==> src/rtl/spm_result_tx_pkg.sv <==
// Shared types and constants for the SPM result framer.
package spm_result_tx_pkg;

  localparam int SAMPLE_W = 16;
  localparam int BYTE_W   = 8;

  localparam logic [BYTE_W-1:0] HEADER_DEFAULT = 8'hA5;

  typedef logic [SAMPLE_W-1:0] sample_t;
  typedef logic [BYTE_W-1:0]   byte_t;

  typedef enum logic [2:0] {
    ST_IDLE   = 3'd0,
    ST_HDR    = 3'd1,
    ST_LEN    = 3'd2,
    ST_WAIT_S = 3'd3,
    ST_HI     = 3'd4,
    ST_LO     = 3'd5,
    ST_CSUM   = 3'd6
  } state_e;

  // States that present a byte to the uart write port.
  function automatic logic is_emit_state(input state_e s);
    return (s == ST_HDR) || (s == ST_LEN) || (s == ST_HI) ||
           (s == ST_LO)  || (s == ST_CSUM);
  endfunction

endpackage

==> src/rtl/spm_result_tx_if.sv <==
// Sample input handshake plus uart transmit-FIFO write port.
// master = sample producer / FIFO side, slave = the framer.
interface spm_result_tx_if;
  import spm_result_tx_pkg::*;

  sample_t sample_in;
  logic    sample_valid;
  logic    sample_ready;
  logic    tx_full;
  byte_t   tx_data;
  logic    write_tx_data;

  modport master (
    output sample_in, sample_valid, tx_full,
    input  sample_ready, tx_data, write_tx_data
  );

  modport slave (
    input  sample_in, sample_valid, tx_full,
    output sample_ready, tx_data, write_tx_data
  );

endinterface

==> src/rtl/spm_result_tx.sv <==
// Frames FRAME_LEN 16-bit samples as HEADER, LEN, hi/lo bytes, XOR checksum into the uart TX FIFO.
// First byte 1 cycle after a pending sample in IDLE; tx_full or enable=0 hold the current byte.
module spm_result_tx
  import spm_result_tx_pkg::*;
#(
  parameter int    FRAME_LEN = 8,
  parameter byte_t HEADER    = HEADER_DEFAULT
) (
  input  logic              clk,
  input  logic              reset,
  input  logic              enable,
  spm_result_tx_if.slave    io,
  output logic              busy,
  output logic              frame_done
);

  localparam byte_t LEN_BYTE = byte_t'(FRAME_LEN);

  state_e  state_q, state_d;
  byte_t   count_q, count_d;
  byte_t   csum_q, csum_d;
  sample_t sample_q, sample_d;
  logic    frame_done_q, frame_done_d;

  logic    emit;
  logic    wr_en;
  byte_t   tx_byte;

  always_ff @(posedge clk) begin
    if (reset) begin
      state_q      <= ST_IDLE;
      count_q      <= '0;
      csum_q       <= '0;
      sample_q     <= '0;
      frame_done_q <= 1'b0;
    end else begin
      state_q      <= state_d;
      count_q      <= count_d;
      csum_q       <= csum_d;
      sample_q     <= sample_d;
      frame_done_q <= frame_done_d;
    end
  end

  // Every transition out of a byte state is gated by wr_en, so a byte is
  // written exactly once no matter how long tx_full or enable stall it.
  always_comb begin
    state_d      = state_q;
    count_d      = count_q;
    csum_d       = csum_q;
    sample_d     = sample_q;
    frame_done_d = frame_done_q;
    if (enable) begin
      frame_done_d = 1'b0;
      case (state_q)
        ST_IDLE: begin
          if (io.sample_valid) state_d = ST_HDR;
        end
        ST_HDR: begin
          if (wr_en) state_d = ST_LEN;
        end
        ST_LEN: begin
          if (wr_en) begin
            csum_d  = LEN_BYTE;
            state_d = ST_WAIT_S;
          end
        end
        ST_WAIT_S: begin
          if (io.sample_valid) begin
            sample_d = io.sample_in;
            state_d  = ST_HI;
          end
        end
        ST_HI: begin
          if (wr_en) begin
            csum_d  = csum_q ^ sample_q[15:8];
            state_d = ST_LO;
          end
        end
        ST_LO: begin
          if (wr_en) begin
            csum_d  = csum_q ^ sample_q[7:0];
            count_d = count_q + 8'd1;
            state_d = ((count_q + 8'd1) == LEN_BYTE) ? ST_CSUM : ST_WAIT_S;
          end
        end
        ST_CSUM: begin
          if (wr_en) begin
            count_d      = '0;
            csum_d       = '0;
            frame_done_d = 1'b1;
            state_d      = ST_IDLE;
          end
        end
        default: state_d = ST_IDLE;
      endcase
    end
  end

  always_comb begin
    tx_byte = '0;
    case (state_q)
      ST_HDR:  tx_byte = HEADER;
      ST_LEN:  tx_byte = LEN_BYTE;
      ST_HI:   tx_byte = sample_q[15:8];
      ST_LO:   tx_byte = sample_q[7:0];
      ST_CSUM: tx_byte = csum_q;
      default: tx_byte = '0;
    endcase
    emit             = is_emit_state(state_q);
    wr_en            = emit & enable & ~io.tx_full;
    io.write_tx_data = wr_en;
    io.tx_data       = tx_byte;
    io.sample_ready  = (state_q == ST_WAIT_S) & enable;
    busy             = (state_q != ST_IDLE);
    frame_done       = frame_done_q;
  end

endmodule

==> src/flat_wrapper.sv <==
// flat-port wrapper written by rule: the top's interface ports become plain ports
module spm_result_tx_flat import spm_result_tx_pkg::*;
#(
  parameter int    FRAME_LEN = 8,
  parameter byte_t HEADER    = HEADER_DEFAULT
)
  (clk, reset, enable, busy, frame_done, io_sample_in, io_sample_valid, io_tx_full, io_sample_ready, io_tx_data, io_write_tx_data);
  spm_result_tx_if io_i ();
  input  logic clk;
  input  logic reset;
  input  logic enable;
  output logic busy;
  output logic frame_done;
  input wire logic [$bits(io_i.sample_in)-1:0] io_sample_in;
  input wire logic [$bits(io_i.sample_valid)-1:0] io_sample_valid;
  input wire logic [$bits(io_i.tx_full)-1:0] io_tx_full;
  output wire logic [$bits(io_i.sample_ready)-1:0] io_sample_ready;
  output wire logic [$bits(io_i.tx_data)-1:0] io_tx_data;
  output wire logic [$bits(io_i.write_tx_data)-1:0] io_write_tx_data;
  assign io_i.sample_in = io_sample_in;
  assign io_i.sample_valid = io_sample_valid;
  assign io_i.tx_full = io_tx_full;
  assign io_sample_ready = io_i.sample_ready;
  assign io_tx_data = io_i.tx_data;
  assign io_write_tx_data = io_i.write_tx_data;
  spm_result_tx #(.FRAME_LEN(FRAME_LEN), .HEADER(HEADER)) u_core (.clk(clk), .reset(reset), .enable(enable), .io(io_i), .busy(busy), .frame_done(frame_done));
endmodule
==> config.mk <==
export PLATFORM = sky130hd
export DESIGN_NAME = spm_result_tx_flat
export DESIGN_NICKNAME = d
export VERILOG_FILES = /design/src/rtl/spm_result_tx_pkg.sv /design/src/rtl/spm_result_tx_if.sv /design/src/rtl/spm_result_tx.sv /design/src/flat_wrapper.sv
export SDC_FILE = /design/constraint.sdc
export NUM_CORES = 1
export LEC_CHECK = 0
export ABC_AREA = 0
export BUFFER_PORTS_ARGS = -buffer_cell sky130_fd_sc_hd__buf_2
export CAP_MARGIN = 20
export CORE_AREA = 10 10 74 76
export CTS_BUF_LIST = sky130_fd_sc_hd__clkbuf_8
export DETAILED_ROUTE_END_ITERATION = 8
export DIE_AREA = 0 0 84 86
export GPL_TIMING_DRIVEN = 0
export PLACE_DENSITY = 0.71
export SYNTH_ARGS = -nofsm -noshare
export SYNTH_HDL_FRONTEND = slang
export SYNTH_SLANG_ARGS = --single-unit
==> constraint.sdc <==
create_clock -name clk -period 2.3 [get_ports clk]
set_clock_uncertainty 0.05 [all_clocks]
set_input_delay 0.345 -clock clk [delete_from_list [all_inputs] [get_ports clk]]
set_output_delay 0.345 -clock clk [all_outputs]
set_load 0.005 [all_outputs]
==> impl_results.md, run 1 <==
- Status: complete, no violations
- RD Place Congestion: 0.822
- Synth Register Bits: 36
- Final cell count without fillers: 346
- Num CTS Buffers: 5
- Cell internal pwr: 0.902 mW
- Async set-or-reset flop fraction in the synthesized netlist: 0%
- Routed Antenna Nets: 0
- RSZ-0062 raised after global routing: false
- DP HPWL: 3720 µm
- Final setup fails: 0
- DR WL/cell: 14.6 µm
- Critical Path Most Common Cell: buf_2
- Syn_nets: 280
- CP Capture Type: primary output
- Core area: 3970 µm²
- Global-route wire length before repair: 8360 µm
- Max Transition Viols Final: 0
- Post-Route WL: 5060 µm
- Critical Path Max Stage Delay: 310 ps
- CP Class: flip-flop to primary output
- P&R area growth vs syn: 15.7%
- CTS tree: yes
- Sum Neg Setup Slack: 0 ps
- Clk slew on worst S/H paths: 80 ps
- Main synth FF type: dfxtp_1
- Period utilisation layout: 93.0%
- Clk root buf: clkbuf_8
- P_sw: 0.289 mW
- Fin nets: 318
- Antenna diodes: 0
- CP max FO: 10
- Die area: 7220 µm²
- # Post-CTS Setup Buffers: 0
- Pwr Density: 522 nW/µm²
- I/O Pins: 33
- Switching share of power: 24.3%
- EDFF count, synth: 0
- Maximum clock frequency: 0.468 GHz
- Share of cells above drive strength 1: 18.2%
- DRC Markers: 0
- Synthesized instance count: 257
- Worst skew pair latency: 290 ps
- Chip width: 84 µm
- Max-cap viol count: 0
- DR vias/cell: 5.52
- GRT Total Usage: 13.7%
- Reg power frac: 52.6%
- Number of global-route vias before repair: 1833
- Max VDD drop: 378 µV
- Clock sinks: 36
- H-tree levels: 2
- Worst slew margin: 52.3%
- Critical path's top delay family: buffers and inverters
- Hold Fails Final Rpt: 0
- Clock Power Share: 39.1%
- Critical path, cell by cell: buf_4 -> buf_2 -> buf_2 -> mux2i_1 -> o31ai_1 -> buf_2
- DRT Pass-1 Iters: 5
- Netlist cell types: 45
- Final core utilization: 57.5%
- Number of port buffers: 31
- DR vias: 1910
- Logic pwr share: 8.2%
- Initial Util: 49.7%
- First DRT Iteration DRCs: 166
- P_leak: 0.945 nW
- Total grt overflow: 0
- Arrival time at the worst endpoint: 1740 ps
- Antenna violations before repair: 0
- Dpl cells: 338
- Largest net degree at the start of global routing: 11
- Yosys warns: 0
- Post-synth design cell area: 1970 µm²
- Hold Path Class: primary input to flip-flop
- Post-synthesis sequential area ratio: 36.5%
- Crit path launch type: flip-flop
- Syn Area/Cell: 7.68 µm²
- Slew @ Worst Pin: 713 ps
- Critical Path Slowest Stage Cell: dfxtp_1
- Row count: 23
- CP required: 1900 ps
- Die height: 86 µm
- WHS: 251 ps
- Crit path buf inv count: 4
- Fin crit period: 2140 ps
- Clk buf depth: 2
[layout by cell type, fill, tap and decap left out, types with 2 or more instances in the layout]
| master | netlist | routed |
|---|---|---|
| a31oi_1 | 2 | 2 |
| clkbuf_2 | 1 | 2 |
| o21ai_0 | 18 | 18 |
| o31ai_1 | 3 | 3 |
| a21o_1 | 6 | 6 |
| and3_1 | 2 | 2 |
| ha_1 | 2 | 2 |
| dfxtp_1 | 36 | 36 |
| xor2_1 | 3 | 3 |
| a21oi_1 | 35 | 35 |
| or3_1 | 10 | 10 |
| nor2b_1 | 4 | 4 |
| nand2_1 | 30 | 30 |
| a22oi_1 | 3 | 3 |
| and2_1 | 3 | 3 |
| clkbuf_8 | 0 | 6 |
| and2b_1 | 2 | 2 |
| o21ai_1 | 2 | 2 |
| nand2b_1 | 2 | 2 |
| clkbuf_1 | 7 | 7 |
| buf_2 | 7 | 38 |
| nor2_1 | 20 | 20 |
| nand3_1 | 21 | 21 |
| nor3_1 | 3 | 3 |
| mux2i_1 | 12 | 12 |
| inv_1 | 3 | 5 |
[power by group through the flow]
stage / Clock, mW / Sequential [mW] / Combinational [mW]
floorplan: 0 / 0.641 / 0.0563
global placement: 0 / 0.641 / 0.0974
detailed placement: 0 / 0.641 / 0.0978
CTS: 0.471 / 0.627 / 0.0982
global route: 0.492 / 0.627 / 0.109
finish: 0.466 / 0.627 / 0.0982
[sequential cells by signal, summed over array words and instances (netlist names)]
| name | count |
|---|---|
| u_core.count_q | 8 |
| u_core.csum_q | 8 |
| u_core.frame_done | 1 |
| u_core.sample_q | 16 |
| u_core.state_q | 3 |
[Yosys cell counts (3+ instances only)]
cell type,n,area [µm²]
a21o_1,6,45.0
o21ai_0,18,90.1
a21oi_1,35,175
and2_1,3,18.8
nand2_1,30,113
or3_1,10,62.6
o31ai_1,3,22.5
nor2_1,20,75.1
dfxtp_1,36,721
a22oi_1,3,22.5
mux2i_1,12,120
inv_1,3,11.3
buf_2,7,35.0
clkbuf_1,7,26.3
nand3_1,21,105
xor2_1,3,26.3
nor2b_1,4,25.0
nor3_1,3,15.0
[worst register-to-register path: cells and delay by family, from the launching register on]
| family | cells | cell delay [ps] |
|---|---|---|
| AOI/OAI and AO/OA | 2 | 280 |
| and+or+nand+nor | 3 | 760 |
| adders and majority gates | 1 | 300 |
| DFF | 1 | 410 |
[logic make-up (layout without fill, tap and decap cells)]
group	after synthesis	after routing	share of synthesized area [%]
AO/OA/AOI/OAI	76	76	22.3
XOR/XNOR	4	4	1.78
adder cells (fa/ha/maj)	2	2	1.27
buffers and inverters	20	59	4.50
flip-flops	36	36	36.5
multiplexers	12	12	6.09
AND/OR/NAND/NOR	107	107	27.5
[cell type report]
cell class                 instances  area (µm²)
fill                             391        1690
multi-input combinational        201        1160
sequential                        36         721
timing repair buffer              31         155
clock buffer                       6        82.6
buffer                            17        78.8
tap                               50        62.6
inverter                           3        11.3
clock inverter                     2        7.51
[metal layers]
layer	global-route usage [%]	vias to the layer above	part of all wire [%]
met3	4.35	9	6.6
met1	15.7	872	46
met2	23.1	42	46
met4	5.33	0	1.5
li1	-	987	-
met5	0	-	0
[timing repair]
| item | CTS | global route |
|---|---|---|
| gates resized for setup | 0 | 1 |
| endpoints found under the setup margin | 0 | 5 |
| hold buffers | 0 | 0 |
[stage by stage]
step / total power, mW / setup slack [ps] / instance area [µm²]
6_report: 1.19 / 162 / 2280
5_1_grt: 1.23 / 44.0 / 2280
4_1_cts: 1.20 / 62.9 / 2280
3_5_place_dp: 0.739 / 391 / 2190
3_3_place_gp: 0.738 / 385 / 2190
2_1_floorplan: 0.697 / 551 / 1970
[final timing paths]
| check | from | end | slack (ps) | cells past startpoint |
|---|---|---|---|---|
| max | u_core.state_q[0]$_SDFFE_PP0P_ | io_tx_data[3] | 160 | 6 |
| min | io_sample_in[1] | u_core.sample_q[1]$_SDFFE_PP0P_ | 250 | 3 |
| max reg2reg | u_core.count_q[0]$_SDFFE_PP0P_ | u_core.state_q[0]$_SDFFE_PP0P_ | 390 | 6 |
| min reg2reg | u_core.frame_done$_SDFFE_PP0P_ | u_core.frame_done$_SDFFE_PP0P_ | 420 | 2 |
Note: power is estimated with default switching activity, not from simulation.
==> inputs of run 2 (changes only) <==
--- a/config.mk
+++ b/config.mk
@@ -9,7 +9,7 @@
 export BUFFER_PORTS_ARGS = -buffer_cell sky130_fd_sc_hd__buf_2
 export CAP_MARGIN = 20
 export CORE_AREA = 10 10 74 76
-export CTS_BUF_LIST = sky130_fd_sc_hd__clkbuf_8
+export CTS_BUF_LIST = sky130_fd_sc_hd__clkbuf_4
 export DETAILED_ROUTE_END_ITERATION = 8
 export DIE_AREA = 0 0 84 86
 export GPL_TIMING_DRIVEN = 0
==> impl_results.md, run 2 (synthesis results as in run 1) <==
- Status: complete, no violations (unchanged)
- Period utilisation layout: 95.7% (was 93.0%)
- Num CTS Buffers: 5 (unchanged)
- CTS resizes: 1 (was 0)
- Multi-input gate area: 1160 µm² (unchanged)
- Share of cells above drive strength 1: 18.6% (was 18.2%)
- # Post-CTS Setup Buffers: 0 (unchanged)
- Hold Path Class: primary input to flip-flop (unchanged)
- P&R area growth vs syn: 14.3% (was 15.7%)
- CTS Hold Bufs: 0 (unchanged)
- RSZ-0062 raised after global routing: false (unchanged)
- Critical Path Max Stage Delay: 330 ps (was 310 ps)
- DP HPWL: 3720 µm (unchanged)
- Pwr Density: 478 nW/µm² (was 522 nW/µm²)
- Reg power frac: 58.1% (was 52.6%)
- CP Class: flip-flop to primary output (unchanged)
- Switching share of power: 25.1% (was 24.3%)
- CP required: 1900 ps (about the same)
- DRC Markers: 0 (unchanged)
- Most frequent cells in the layout: buf_2, dfxtp_1, a21oi_1 (unchanged)
- GRT Total Usage: 14.0% (was 13.7%)
- Sum Neg Setup Slack: 0 ps (unchanged)
- Placement Setup Slack: 391 ps (unchanged)
- Fin crit period: 2200 ps (was 2140 ps)
- Final setup fails: 0 (unchanged)
- WP depth: 6 (unchanged)
- Fin nets: 318 (unchanged)
- Core area: 3970 µm² (unchanged)
- Row count: 23 (unchanged)
- Hold path cells: 3 (unchanged)
- Fillers: 384 (was 391)
- RD Place Congestion: 0.822 (unchanged)
- Antenna diodes: 0 (unchanged)
- Die height: 86 µm (unchanged)
- Max Transition Viols Final: 0 (unchanged)
- Worst skew pair latency: 350 ps (was 290 ps)
- Worst slew margin: 54.1% (was 52.3%)
- Largest net degree at the start of global routing: 11 (unchanged)
- Clock Power Share: 32.7% (was 39.1%)
- Chip width: 84 µm (unchanged)
- Slew @ Worst Pin: 686 ps (was 713 ps)
- Cell internal pwr: 0.808 mW (was 0.902 mW)
- Max FFs per register: 16 (unchanged)
- DR vias: 1911 (was 1910)
- Clk root buf: clkbuf_4 (was clkbuf_8)
- I/O Pins: 33 (unchanged)
- Crit path buf inv count: 4 (unchanged)
- Clk buf depth: 2 (unchanged)
- Number of port buffers: 31 (unchanged)
- Hold Fails Final Rpt: 0 (unchanged)
- Maximum clock frequency: 0.454 GHz (was 0.468 GHz)
- Post-Route WL: 5040 µm (was 5060 µm)
- CTS tree: yes (unchanged)
- Setup ws final: 99.4 ps (was 162 ps)
- Max VDD drop: 285 µV (was 378 µV)
- DR WL/cell: 14.6 µm (about the same)
- Number of global-route vias before repair: 1834 (was 1833)
- Logic pwr share: 9.2% (was 8.2%)
- CP Capture Type: primary output (unchanged)
- Die area: 7220 µm² (unchanged)
- Total grt overflow: 0 (unchanged)
- DR vias/cell: 5.52 (about the same)
- Routed Antenna Nets: 0 (unchanged)
- Critical Path Most Common Cell: buf_2 (unchanged)
- CP max FO: 10 (unchanged)
- Register area: 721 µm² (unchanged)
- Initial Util: 49.7% (unchanged)
- Critical path, cell by cell: buf_4 -> buf_2 -> clkbuf_4 -> mux2i_1 -> o31ai_1 -> buf_2 (was buf_4 -> buf_2 -> buf_2 -> mux2i_1 -> o31ai_1 -> buf_2)
- Largest registers: u_core.sample_q x16, u_core.count_q x8, u_core.csum_q x8 (unchanged)
- Clk slew on worst S/H paths: 110 ps (was 80 ps)
- Critical Path Slowest Stage Cell: dfxtp_1 (unchanged)
- Worst Reg-to-Reg Cells: 6 (unchanged)
- DRT Pass-1 Iters: 4 (was 5)
- Most flop-heavy register: u_core.sample_q (unchanged)
- Crit path launch type: flip-flop (unchanged)
- Critical path's top delay family: buffers and inverters (unchanged)
- P_sw: 0.270 mW (was 0.289 mW)
- Max-cap viol count: 0 (unchanged)
- Arrival time at the worst endpoint: 1810 ps (was 1740 ps)
- Global-route wire length before repair: 8470 µm (was 8360 µm)
- Antenna violations before repair: 0 (unchanged)
- H-tree levels: 2 (unchanged)
- Clock sinks: 36 (unchanged)
- P_leak: 0.924 nW (was 0.945 nW)
- First DRT Iteration DRCs: 133 (was 166)
==> run 2: stage by stage <==
stage / utilization (%) / total power, mW / hold slack, ps / std cells / area, µm²
after global routing: 56.8 / 1.13 / 180 / 346 / 2260
after global placement: 55.2 / 0.738 / 409 / 338 / 2190
after detailed placement: 55.2 / 0.739 / 411 / 338 / 2190
after CTS: 56.6 / 1.09 / 175 / 346 / 2250
final: 56.8 / 1.08 / 186 / 346 / 2260
after floorplan: - / 0.697 / 395 / 257 / 1970
==> run 2: final timing paths <==
| kind | startpoint | to | slack [ps] |
|---|---|---|---|
| worst max-delay path | u_core.state_q[0]$_SDFFE_PP0P_ | io_tx_data[3] | 100 |
| worst min-delay path | io_sample_in[1] | u_core.sample_q[1]$_SDFFE_PP0P_ | 190 |
| worst max register to register | u_core.count_q[0]$_SDFFE_PP0P_ | u_core.state_q[0]$_SDFFE_PP0P_ | 390 |
| worst min register to register | u_core.sample_q[10]$_SDFFE_PP0P_ | u_core.sample_q[10]$_SDFFE_PP0P_ | 430 |
==> run 2: worst min-delay path, stage by stage <==
cell and delay (ps):
buf_2 90, nand3_1 50, a21oi_1 50
==> run 2: area by class of cell <==
| type | count | area share, % |
|---|---|---|
| timing repair buffer | 31 | 6.88 |
| tap | 50 | 2.77 |
| clock inverter | 1 | 0.166 |
| clock buffer | 7 | 2.33 |
| multi-input combinational | 201 | 51.6 |
| sequential | 36 | 31.9 |
| buffer | 17 | 3.83 |
| inverter | 3 | 0.499 |
==> run 2: power groups by stage <==
| stage | logic [mW] | clock network (mW) | registers, mW |
|---|---|---|---|
| finish | 0.0990 | 0.353 | 0.627 |
| CTS | 0.0984 | 0.368 | 0.627 |
| detailed placement | 0.0978 | 0 | 0.641 |
| global route | 0.110 | 0.388 | 0.627 |
| floorplan | 0.0563 | 0 | 0.641 |
| global placement | 0.0974 | 0 | 0.641 |
==> run 2: routing by layer <==
layer	part of all wire, %	wire length, µm	global-route usage (%)
met2	46	2320	23.3
met1	45	2290	15.8
met5	0	0	0
met3	7.2	363	4.92
met4	1.5	76	6.39
